### src/rtl/irq_dispatch.sv
// irq_dispatch: SM83 interrupt controller (IE/IF/IME, priority, HALT/dispatch FSM, vector on bro)
// Ports:
//   CLK, nRES            clock, asynchronous active-low reset
//   irq_req              peripheral request levels, set IF bits
//   DL                   write data for IE/IF
//   wr_ie, wr_if         register write strobes
//   rd_ie, rd_if, rdata  register read selects and combinational read data
//   m1                   opcode-fetch (instruction boundary) strobe
//   ei, di, reti, halt   decoded instruction strobes
//   vec_sel              sequencer request to resolve the vector while dispatching
//   int_pending          any enabled request flagged
//   int_dispatch, halted FSM in DISP / HALT
//   bro                  vector bits [7:3], nonzero only in the vector-load cycle
//   ime                  master interrupt enable
module irq_dispatch #(
    parameter int NUM_IRQ = 5
) (
    input  logic               CLK,
    input  logic               nRES,
    input  logic [NUM_IRQ-1:0] irq_req,
    input  logic [7:0]         DL,
    input  logic               wr_ie,
    input  logic               wr_if,
    input  logic               rd_ie,
    input  logic               rd_if,
    output logic [7:0]         rdata,
    input  logic               m1,
    input  logic               ei,
    input  logic               di,
    input  logic               reti,
    input  logic               halt,
    input  logic               vec_sel,
    output logic               int_pending,
    output logic               int_dispatch,
    output logic               halted,
    output logic [4:0]         bro,
    output logic               ime
);
    typedef enum logic [1:0] {RUN, HALT, DISP, VEC} state_t;

    state_t     state_q, state_d;
    logic [7:0] ie_q, ie_d;
    logic [4:0] if_q, if_d;
    logic       ime_q, ime_d;
    logic       ei_pend_q, ei_pend_d;
    logic [4:0] bro_q, bro_d;
    logic [4:0] req_ext;
    logic [4:0] pend;
    logic [2:0] n;
    logic       resolve;

    always_comb begin
        req_ext = '0;
        for (int i = 0; i < NUM_IRQ; i++) req_ext[i] = irq_req[i];
    end

    assign pend        = ie_q[4:0] & if_q;
    assign int_pending = |pend;
    assign resolve     = (state_q == DISP) && vec_sel;

    // Lowest index wins: scan downward so the last hit is the smallest.
    always_comb begin
        n = '0;
        for (int i = 4; i >= 0; i--) if (pend[i]) n = 3'(i);
    end

    always_comb begin
        ie_d = wr_ie ? DL : ie_q;
        // Applied lowest priority first: write, then vector clear, then new requests.
        if_d = wr_if ? DL[4:0] : if_q;
        if (resolve && int_pending) if_d[n] = 1'b0;
        if_d = if_d | req_ext;
        ime_d     = ime_q;
        ei_pend_d = ei_pend_q;
        if (m1 && ei_pend_q) begin
            ime_d     = 1'b1;
            ei_pend_d = 1'b0;
        end
        if (ei) ei_pend_d = 1'b1;
        if (reti) ime_d = 1'b1;
        if (resolve) ime_d = 1'b0;
        if (di) begin
            ime_d     = 1'b0;
            ei_pend_d = 1'b0;
        end
    end

    // The dispatch check uses ime_q, so an EI takes effect one instruction late.
    always_comb begin
        state_d = state_q;
        bro_d   = '0;
        case (state_q)
            RUN:  state_d = (m1 && ime_q && int_pending) ? DISP :
                            (halt && !int_pending) ? HALT : RUN;
            HALT: state_d = !int_pending ? HALT : ime_q ? DISP : RUN;
            DISP: begin
                state_d = vec_sel ? VEC : DISP;
                bro_d   = (vec_sel && int_pending) ? {2'b01, n} : 5'd0;
            end
            VEC:  state_d = RUN;
            default: state_d = RUN;
        endcase
    end

    always_ff @(posedge CLK or negedge nRES) begin
        if (!nRES) begin
            state_q   <= RUN;
            ie_q      <= '0;
            if_q      <= '0;
            ime_q     <= 1'b0;
            ei_pend_q <= 1'b0;
            bro_q     <= '0;
        end else begin
            state_q   <= state_d;
            ie_q      <= ie_d;
            if_q      <= if_d;
            ime_q     <= ime_d;
            ei_pend_q <= ei_pend_d;
            bro_q     <= bro_d;
        end
    end

    assign rdata        = (rd_ie ? ie_q : 8'h00) | (rd_if ? {3'b111, if_q} : 8'h00);
    assign int_dispatch = (state_q == DISP);
    assign halted       = (state_q == HALT);
    assign bro          = bro_q;
    assign ime          = ime_q;
endmodule

### config.mk
export PLATFORM = sky130hd
export DESIGN_NAME = irq_dispatch
export DESIGN_NICKNAME = d
export VERILOG_FILES = /design/src/rtl/irq_dispatch.sv
export SDC_FILE = /design/constraint.sdc
export NUM_CORES = 1
export LEC_CHECK = 0
export ABC_AREA = 1
export CAP_MARGIN = 20
export CORE_MARGIN = 4
export CORE_UTILIZATION = 34
export DETAILED_ROUTE_END_ITERATION = 16
export PLACE_DENSITY = 0.67
export REMOVE_ABC_BUFFERS = 1
export SYNTH_ARGS = -nofsm -noshare
export SYNTH_HDL_FRONTEND = slang
export SYNTH_SLANG_ARGS = --single-unit
### constraint.sdc
create_clock -name CLK -period 1.05 [get_ports CLK]
set_input_delay 0.21 -clock CLK [delete_from_list [all_inputs] [get_ports CLK]]
set_output_delay 0.21 -clock CLK [all_outputs]
set_load 0.02 [all_outputs]
# Word-level counts from Yosys, hierarchy flattened
# Cells that the tools add are included.
dict set report word_totals {
  reg_bits 22
  in_bits 25
  output_inout_bits 17
  wordCells 55
}
dict set report classes {
  order_cmp 2
  eq_ne 3
  muxes 26
  bitwise 5
  reduce_logical 13
}
# cell count
set op_table {}
lappend op_table {{$mux 8} 2}
lappend op_table {{$mux 3} 5}
lappend op_table {{$and 5x5->5} 2}
lappend op_table {{$mux 1} 10}
lappend op_table {{$mux 5} 2}
lappend op_table {{$logic_and 1x1->1} 8}
lappend op_table {{$mux 4} 2}
lappend op_table {{$or 8x8->8} 1}
lappend op_table {{$pmux 2 s4} 1}
lappend op_table {{$mux 2} 3}
lappend op_table {{$not 5->5} 1}
lappend op_table {{$or 5x5->5} 1}
lappend op_table {{$reduce_or 5->1} 1}
lappend op_table {{$eq 2x2->1 const B} 2}
lappend op_table {{$lt 3x4->1 const B} 1}
lappend op_table {{$reduce_bool 4->1} 1}
lappend op_table {{$demux 1 s3} 1}
lappend op_table {{$ge 3x1->1 const B} 1}
lappend op_table {{$reduce_bool 3->1} 1}
lappend op_table {{$eq 2x1->1 const B} 1}
lappend op_table {{$logic_not 2->1} 1}
lappend op_table {{$logic_not 1->1} 1}

# Longest topological paths before layout
# Gate-level depths: netlist (run 1).
dict set report logic_depth {
  depth_word 14
  mapped_depth 7
  ltp_nobuf 7
}

# Least setup slack after synthesis (run 1)
# Ideal clock, no wire load.
dict set report synth_path {
  kind {flip-flop to flip-flop}
  start {register state_q[0]}
  end {register if_q[0]}
  setup_time_ps 120
  arrival_ps 998
  required_ps 930
  setup_slack_ps -69
  path_stages_with_launch 7
  path_buffers 0
  period_less_slack_ps 1119
  cell_sequence {dfrtp_1 nor2_4 nand2_4 clkinv_2 nand2_1 o21ai_1 nand2_1}
}
dict set report synth_between {
  elab_chain_cells 5
}
# item line
set synth_rtl {}
lappend synth_rtl {{start: declaration} 41} ;# state_t state_q, state_d;
lappend synth_rtl {{start signal: assignment} 114} ;# state_q <= state_d;
lappend synth_rtl {{$eq 2x2->1} -}
lappend synth_rtl {{named net int_dispatch} 34} ;# output logic int_dispatch,
lappend synth_rtl {{$logic_and 1x1->1} 59} ;# assign resolve = (state_q == DISP) && vec_sel;
lappend synth_rtl {{$logic_and 1x1->1} 71} ;# if (resolve && int_pending) if_d[n] = 1'b0;
lappend synth_rtl {{$mux 5} 71}
lappend synth_rtl {{$or 5x5->5} 72} ;# if_d = if_d | req_ext;
lappend synth_rtl {{named net if_d[0]} 43} ;# logic [4:0] if_q, if_d;
lappend synth_rtl {{end signal: assignment} 116} ;# if_q <= if_d;
lappend synth_rtl {{end: declaration} 43}
# The timed path passes the listed nets, and every way through them passes these cells.
# A chain may end at the register's enable or synchronous reset.

# Worst setup path after layout (run 1)
dict set report layout_path {
  start {register ie_q[0]}
  end {output port int_pending}
}
dict set report layout_between {
  elab_chain_cells 2
}
# item line
set layout_rtl {}
lappend layout_rtl {{start: declaration} 42} ;# logic [7:0] ie_q, ie_d;
lappend layout_rtl {{start signal: assignment} 115} ;# ie_q <= ie_d;
lappend layout_rtl {{$and 5x5->5} 57} ;# assign pend = ie_q[4:0] & if_q;
lappend layout_rtl {{$reduce_or 5->1} 58} ;# assign int_pending = |pend;
lappend layout_rtl {{end: declaration} 33} ;# output logic int_pending,
# No other way between the ends.

==> impl_metrics.py, run 1 <==
metrics = {
    "clock_network": {
        "tritoncts": "done",
        "clk-insertion-delay-late_ns": 0.31,
        "clock_sinks": 21,
        "cts_root_buf": "sky130_fd_sc_hd__clkbuf_4",
        "path_clk_slew_ns": 0.12,
        "h-tree-depth": 1,
        "clock_path_buffers": 2,
        "cts_inserted_buffers": 3,
    },
    "timing": {
        "layout_setup_ws_ns": -0.377,
        "finalCriticalPeriod_ns": 1.43,
        "number_of_hold_slack_violations_in_the_final_timing_report": 0,
        "setup_viol": 25,
        "maxSlewViolCount": 0,
        "grt_setup_unrepaired": "true",
        "fin_worst_skew_ns": 0.00137,
        "fmax_mhz": 701,
        "final.period_utilization_pct": 136,
    },
    "die": {
        "floorplan_core_area_um2": 3050,
        "fp.dieW_um": 64.4,
        "core.rowCount": 20,
        "die_area_um2": 4150,
        "top_level_ports": 42,
        "floorplan.initialDensity_pct": 35.5,
        "die-height_um": 64.4,
    },
    "synth": {
        "synth_largest_area_cell": "sky130_fd_sc_hd__dfrtp_1",
        "synth_most_common_cell": "sky130_fd_sc_hd__nand2_1",
        "synth-edff-count": 0,
        "post_synth_inst_count": 134,
        "synth.top_cells.by_area": "sky130_fd_sc_hd__dfrtp_1 (49%), sky130_fd_sc_hd__nand2_1 (9.4%), sky130_fd_sc_hd__inv_1 (9.0%), sky130_fd_sc_hd__o21ai_0 (7.4%), sky130_fd_sc_hd__nand2_4 (3.1%)",
        "yosysWarnings": 0,
        "yosysUniqueCellTypes": 25,
        "yosys.area.top_type_share_pct": 48.6,
        "synth_top_cells_by_count": "sky130_fd_sc_hd__nand2_1 (27), sky130_fd_sc_hd__inv_1 (26), sky130_fd_sc_hd__dfrtp_1 (21)",
        "ys_ff_latch": 21,
        "synthesis.area_per_instance_um2": 8.08,
        "synth_sequential_area_ratio_pct": 48.6,
        "asyncSetResetFlopFracSynth_pct": 100,
        "ys_dominant_reg_cell": "sky130_fd_sc_hd__dfrtp_1",
        "post_synth_instance_area_um2": 1080,
    },
    "grt": {
        "grt_start_max_net_pins": 22,
        "groute.usage.overall_pct": 15.5,
        "global_route_wire_length_before_repair_um": 4980,
        "grt-ovfl-total": 0,
        "antenna_found_initial": 0,
        "grt_pass1_vias": 1098,
    },
    "critical_path": {
        "path_max_fanout": 2,
        "setup.worst_path.start_class": "flip-flop",
        "arrival_ns": 1.22,
        "worstSetupEndpointType": "output pin",
        "cp_data_required_time_ns": 0.84,
        "critPathKind": "reg -> out",
    },
    "final_layout": {
        "antennaDiodeCount": 0,
        "multi_input_area_um2": 534,
        "finalCoreUtilization_pct": 60.6,
        "ff_latch_area_um2": 526,
        "filler_cell_count": 277,
        "drive_gt1_share_pct": 39.8,
        "number_of_nets_in_the_finished_design": 222,
        "p_r_area_growth_vs_syn_pct": 70.9,
    },
    "drt": {
        "ant_nets": 0,
        "detail_route.iter0.violations": 33,
        "via_count": 1073,
        "post_detailed_routing_wire_length_um": 2970,
        "drc_violations": 0,
        "viasPerCell": 4.47,
        "drtPass1Iterations": 3,
        "route.detailed.wl_per_inst_um": 12.4,
    },
    "power": {
        "power.clock.fraction_pct": 15.1,
        "peak_ir_drop_on_the_vdd_network_uv": 637,
        "total_leakage_power_nw": 0.927,
        "switching_share_pct": 36.6,
        "net-switching-power_mw": 0.971,
        "areal_power_density_over_the_cells_nw_per_um2": 1440,
        "internal_power_mw": 1.68,
        "sequentialPowerShare_pct": 37.2,
        "post-layout-total-power_mw": 2.65,
        "fraction_of_power_consumed_by_combinational_cells_pct": 47.8,
    },
    "placed_design": {
        "dp_hpwl_um": 2170,
        "port_buffers": 40,
        "final_gp_congestion": 0.742,
    },
    "status": {
        "violated_checks": "setup timing",
        "run_status": "finished, violations left",
    },
    "job": {
        "timing.max_cap.violations": 0,
    },
    "worst_hold_path": {
        "min_path_type": "in -> async",
    },
}
layer usage:
metal	GRT usage, %	vias to the layer above	share of wire, %
met3	2.95	7	4.0
met2	25.9	28	51
met1	18.2	497	42
met5	0	-	0
li1	-	541	-
met4	9.50	0	3.0
placed cells by master (no fill, tap or decap), drive strengths merged:
| cell | count |
|---|---|
| a211oi | 1 |
| a21oi | 4 |
| and2 | 1 |
| buf | 37 |
| clkbuf | 3 |
| clkdlybuf4s50 | 22 |
| clkinv | 2 |
| conb | 1 |
| dfrtp | 21 |
| dlygate4sd2 | 2 |
| inv | 27 |
| nand2 | 34 |
| nand3 | 4 |
| nand4 | 1 |
| nor2 | 10 |
| nor3b | 1 |
| o21ai | 19 |
| o21bai | 1 |
| o22ai | 5 |
cell type report:
type / instances / share of cell area (%)
well taps: 44 / 2.98
repair buffers: 61 / 31.9
flip-flops and latches: 21 / 28.4
multi-input cells: 82 / 28.9
clock inverters: 1 / 0.271
clock buffers: 3 / 1.22
inverters: 28 / 6.36
sequential cells by signal, summed over array words and instances (netlist names):
name and cells:
bro 4, ei_pend_q 1, ie_q 8, if_q 5, ime 1, state_q 2
path summary, 6_finish.rpt:
check                                      start               endpoint  slack [ns]  cells past startpoint
max reg2reg                  ie_q[0]$_DFFE_PN0P_      if_q[4]$_DFF_PN0_       -0.15                      7
min reg2reg                ei_pend_q$_DFFE_PN0P_  ei_pend_q$_DFFE_PN0P_        0.54                      2
min                                         nRES       bro[3]$_DFF_PN0_        0.23                      2
max                          ie_q[0]$_DFFE_PN0P_            int_pending       -0.38                      5
min in group CLK                      irq_req[2]      if_q[2]$_DFF_PN0_        0.42                      3
max in group asynchronous                   nRES    ie_q[2]$_DFFE_PN0P_        0.69                      2
kinds of logic after synthesis:
group	count (synthesis)	share of synthesized area, %
AOI/OAI and AO/OA	30	15.3
buffers and inverters	31	11.4
DFF	21	48.6
other	1	0.346
and+or+nand+nor	51	24.4
timing repair:
action / 4_1_cts / 5_1_grt
setup endpoints to repair: 26 / 28
setup buffers: 4 / 6
gates resized for setup: 112 / 20
pin swaps: 11 / 8
hold buffers: 0 / 0
worst max-delay path, stage by stage (launching register included):
cell                      delay, ns
sky130_fd_sc_hd__dfrtp_1       0.42
sky130_fd_sc_hd__nand2_2       0.11
sky130_fd_sc_hd__nand2_4       0.07
sky130_fd_sc_hd__nor2_8        0.12
sky130_fd_sc_hd__nand2_4       0.05
sky130_fd_sc_hd__buf_6         0.13
power by group through the flow:
stage | clock [mW] | combinational (mW) | sequential [mW]
finish | 0.401 | 1.27 | 0.986
global route | 0.447 | 1.38 | 0.998
CTS | 0.410 | 1.18 | 0.984
detailed placement | 0 | 1.01 | 0.993
global placement | 0 | 0.989 | 0.988
floorplan | 0 | 0.461 | 1.02
stage by stage:
stage	setup WS (ns)	TNS (ns)	hold slack [ns]	instance area (um^2)	std cells
final	-0.377	-3.20	0.229	1850	240
after global routing	-0.424	-4.49	0.227	1850	240
after CTS	-0.375	-3.16	0.230	1740	235
after detailed placement	-0.805	-9.37	0.515	1640	228
after global placement	-0.775	-9.04	0.502	1640	228
after floorplan	-0.0686	-0.128	-0.0856	1060	131
No activity file was read; power rests on OpenSTA's default activity.
==> inputs of run 2 (changes only) <==
--- a/config.mk
+++ b/config.mk
@@ -8,10 +8,11 @@
 export ABC_AREA = 1
 export CAP_MARGIN = 20
 export CORE_MARGIN = 4
-export CORE_UTILIZATION = 34
+export CORE_UTILIZATION = 38
 export DETAILED_ROUTE_END_ITERATION = 16
-export PLACE_DENSITY = 0.67
+export PLACE_DENSITY = 0.79
 export REMOVE_ABC_BUFFERS = 1
 export SYNTH_ARGS = -nofsm -noshare
 export SYNTH_HDL_FRONTEND = slang
 export SYNTH_SLANG_ARGS = --single-unit
+export TNS_END_PERCENT = 30
==> run 2 against run 1 <==
Effect of this change:
- the flow still finishes with violations (setup timing)
- non-clock buffer count up 1
- flip-flop and latch count unchanged
- largest power group unchanged
- critical path type unchanged
- combinational power barely moved
- worst setup slack better by 0.0055 ns
- sequential share of layout area up 0.53 points
- largest cell class unchanged
- core utilization grew 5.8 points
- cell count decreased by 5.0%
- first-iteration DRC count rose by 3.0%
- power is 0.56% lower
==> impl_metrics.py, run 2 (same netlist as run 1, synthesis figures left out) <==
metrics = {
    "timing": {
        "maxSlewViolCount": 0,
        "setup_viol": 24,
        "fmax_mhz": 703,
        "setup_total_negative_slack_ns": -3.52,
        "layout_setup_ws_ns": -0.372,
        "number_of_hold_slack_violations_in_the_final_timing_report": 0,
        "final.period_utilization_pct": 135,
        "fin_worst_skew_ns": 0.00712,
        "finalCriticalPeriod_ns": 1.42,
        "grt_setup_unrepaired": "true",
    },
    "job": {
        "timing.max_cap.violations": 0,
    },
    "clock_network": {
        "cts_hold_buf": 0,
        "tritoncts": "done",
        "path_clk_slew_ns": 0.13,
        "clk-insertion-delay-late_ns": 0.31,
        "h-tree-depth": 1,
        "cts_inserted_buffers": 3,
        "cts_root_buf": "sky130_fd_sc_hd__clkbuf_4",
        "clock_path_buffers": 2,
        "clock_sinks": 21,
    },
    "critical_path": {
        "critPathSlowestCell": "sky130_fd_sc_hd__dfrtp_1",
        "setup.worst_path.start_class": "flip-flop",
        "worst_r2r_startpoint": "ie_q[0]$_DFFE_PN0P_",
        "timing.critical_path.cells": "nand2_2 -> nand2_4 -> nor2_8 -> nand2_4 -> buf_6",
        "rrSetupSlack_ns": -0.23,
        "arrival_ns": 1.21,
        "cell_family_with_the_largest_share_of_critical_path_delay": "flip-flops",
        "critPathKind": "reg -> out",
        "critPathMostFrequentCell": "sky130_fd_sc_hd__nand2_4",
        "cp_data_required_time_ns": 0.84,
        "r2r.worst_path.cells": 9,
        "timing.critical_path.from": "ie_q[1]$_DFFE_PN0P_",
        "worstReg2RegEnd": "if_q[3]$_DFF_PN0_",
        "critical_path.n_buffers_inverters": 1,
        "worstSetupEndpointType": "output pin",
        "cp_slowest_stage_delay_ns": 0.41,
        "path_max_fanout": 2,
    },
    "power": {
        "post-layout-total-power_mw": 2.64,
        "internal_power_mw": 1.64,
        "fraction_of_power_consumed_by_combinational_cells_pct": 47.4,
        "sequentialPowerShare_pct": 37.3,
        "power.clock.fraction_pct": 15.3,
        "peak_ir_drop_on_the_vdd_network_uv": 1250,
        "total_leakage_power_nw": 0.922,
        "switching_share_pct": 37.7,
        "net-switching-power_mw": 0.996,
        "areal_power_density_over_the_cells_nw_per_um2": 1450,
    },
    "placed_design": {
        "dp_hpwl_um": 2210,
        "place_worst_setup_slack_ns": -0.830,
        "placedInstanceArea_um2": 1630,
        "final_gp_congestion": 0.846,
        "port_buffers": 40,
    },
    "final_layout": {
        "number_of_nets_in_the_finished_design": 223,
        "largest-register": "ie_q",
        "layout_common_cells": "sky130_fd_sc_hd__nand2_1 (24), sky130_fd_sc_hd__clkdlybuf4s50_1 (22), sky130_fd_sc_hd__dfrtp_1 (21)",
        "p_r_area_growth_vs_syn_pct": 67.7,
        "largest_register_ffs": 8,
        "drive_gt1_share_pct": 40.1,
        "mostFrequentLayoutCell": "sky130_fd_sc_hd__nand2_1",
        "finalInstanceArea_um2": 1820,
        "antennaDiodeCount": 0,
        "filler_cell_count": 220,
    },
    "die": {
        "core.rowCount": 19,
        "floorplan_core_area_um2": 2730,
        "floorplan.initialDensity_pct": 39.6,
        "die_area_um2": 3770,
        "top_level_ports": 42,
        "die-height_um": 61.4,
        "fp.dieW_um": 61.4,
    },
    "drt": {
        "detail_route.iter0.violations": 34,
        "post_detailed_routing_wire_length_um": 3280,
        "drc_violations": 0,
        "ant_nets": 0,
        "route.detailed.wl_per_inst_um": 14.4,
        "viasPerCell": 5.06,
        "via_count": 1154,
        "drtPass1Iterations": 5,
    },
    "grt": {
        "grt_pass1_vias": 1176,
        "grt_start_max_net_pins": 22,
        "groute.usage.overall_pct": 18.0,
        "grt-ovfl-total": 0,
        "antenna_found_initial": 0,
        "global_route_wire_length_before_repair_um": 5060,
    },
    "worst_hold_path": {
        "min_path_type": "in -> async",
    },
    "status": {
        "run_status": "finished, violations left",
        "violated_checks": "setup timing",
    },
}
run 2: layout make-up:
class                           instances  area (um^2)  area share [%]
Timing Repair Buffer                   62          577            31.8
Sequential cell                        21          526            28.9
Multi-Input combinational cell         82          524            28.9
Inverter                               28          123            6.75
Tap cell                               31         38.8            2.14
Clock buffer                            3         22.5            1.24
Clock inverter                          1         5.00           0.276
run 2: per-stage QoR:
step	hold slack, ns	cells	util, %
after floorplan	-0.0856	131	-
after global placement	0.500	216	59.8
final	0.237	228	66.4
after CTS	0.255	227	63.1
after global routing	0.239	228	66.4
after detailed placement	0.524	216	59.8
run 2: how the worst max path moves through the flow:
| stage | to | cells past startpoint |
|---|---|---|
| 6_report | int_pending | 5 |
| 5_1_grt | int_pending | 5 |
| 4_1_cts | int_pending | 5 |
| 3_5_place_dp | rdata[6] | 4 |
| 3_3_place_gp | rdata[2] | 4 |
| 2_1_floorplan | if_q[0]$_DFF_PN0_ | 6 |
run 2: power groups by stage:
stage          logic (mW)  registers [mW]  clock network (mW)
3_5_place_dp         1.03           0.996                   0
5_1_grt              1.35           0.996               0.437
3_3_place_gp        0.988           0.986                   0
2_1_floorplan       0.461            1.02                   0
4_1_cts              1.13           0.980               0.405
6_report             1.25           0.984               0.404
run 2: repair_timing:
| action | 4_1_cts | 5_1_grt |
|---|---|---|
| buffers inserted | 7 | 3 |
| pin swaps | 10 | 15 |
| resized for setup | 103 | 26 |
| endpoints found under the setup margin | 26 | 28 |
run 2: metal layers:
metal  share of wire, %  up-vias  track usage [%]
met1                 37      553             20.7
met5                  0        -                0
met3                7.0       14             3.98
met4                2.4        0             4.55
met2                 54       45             33.5
li1                   -      542                -
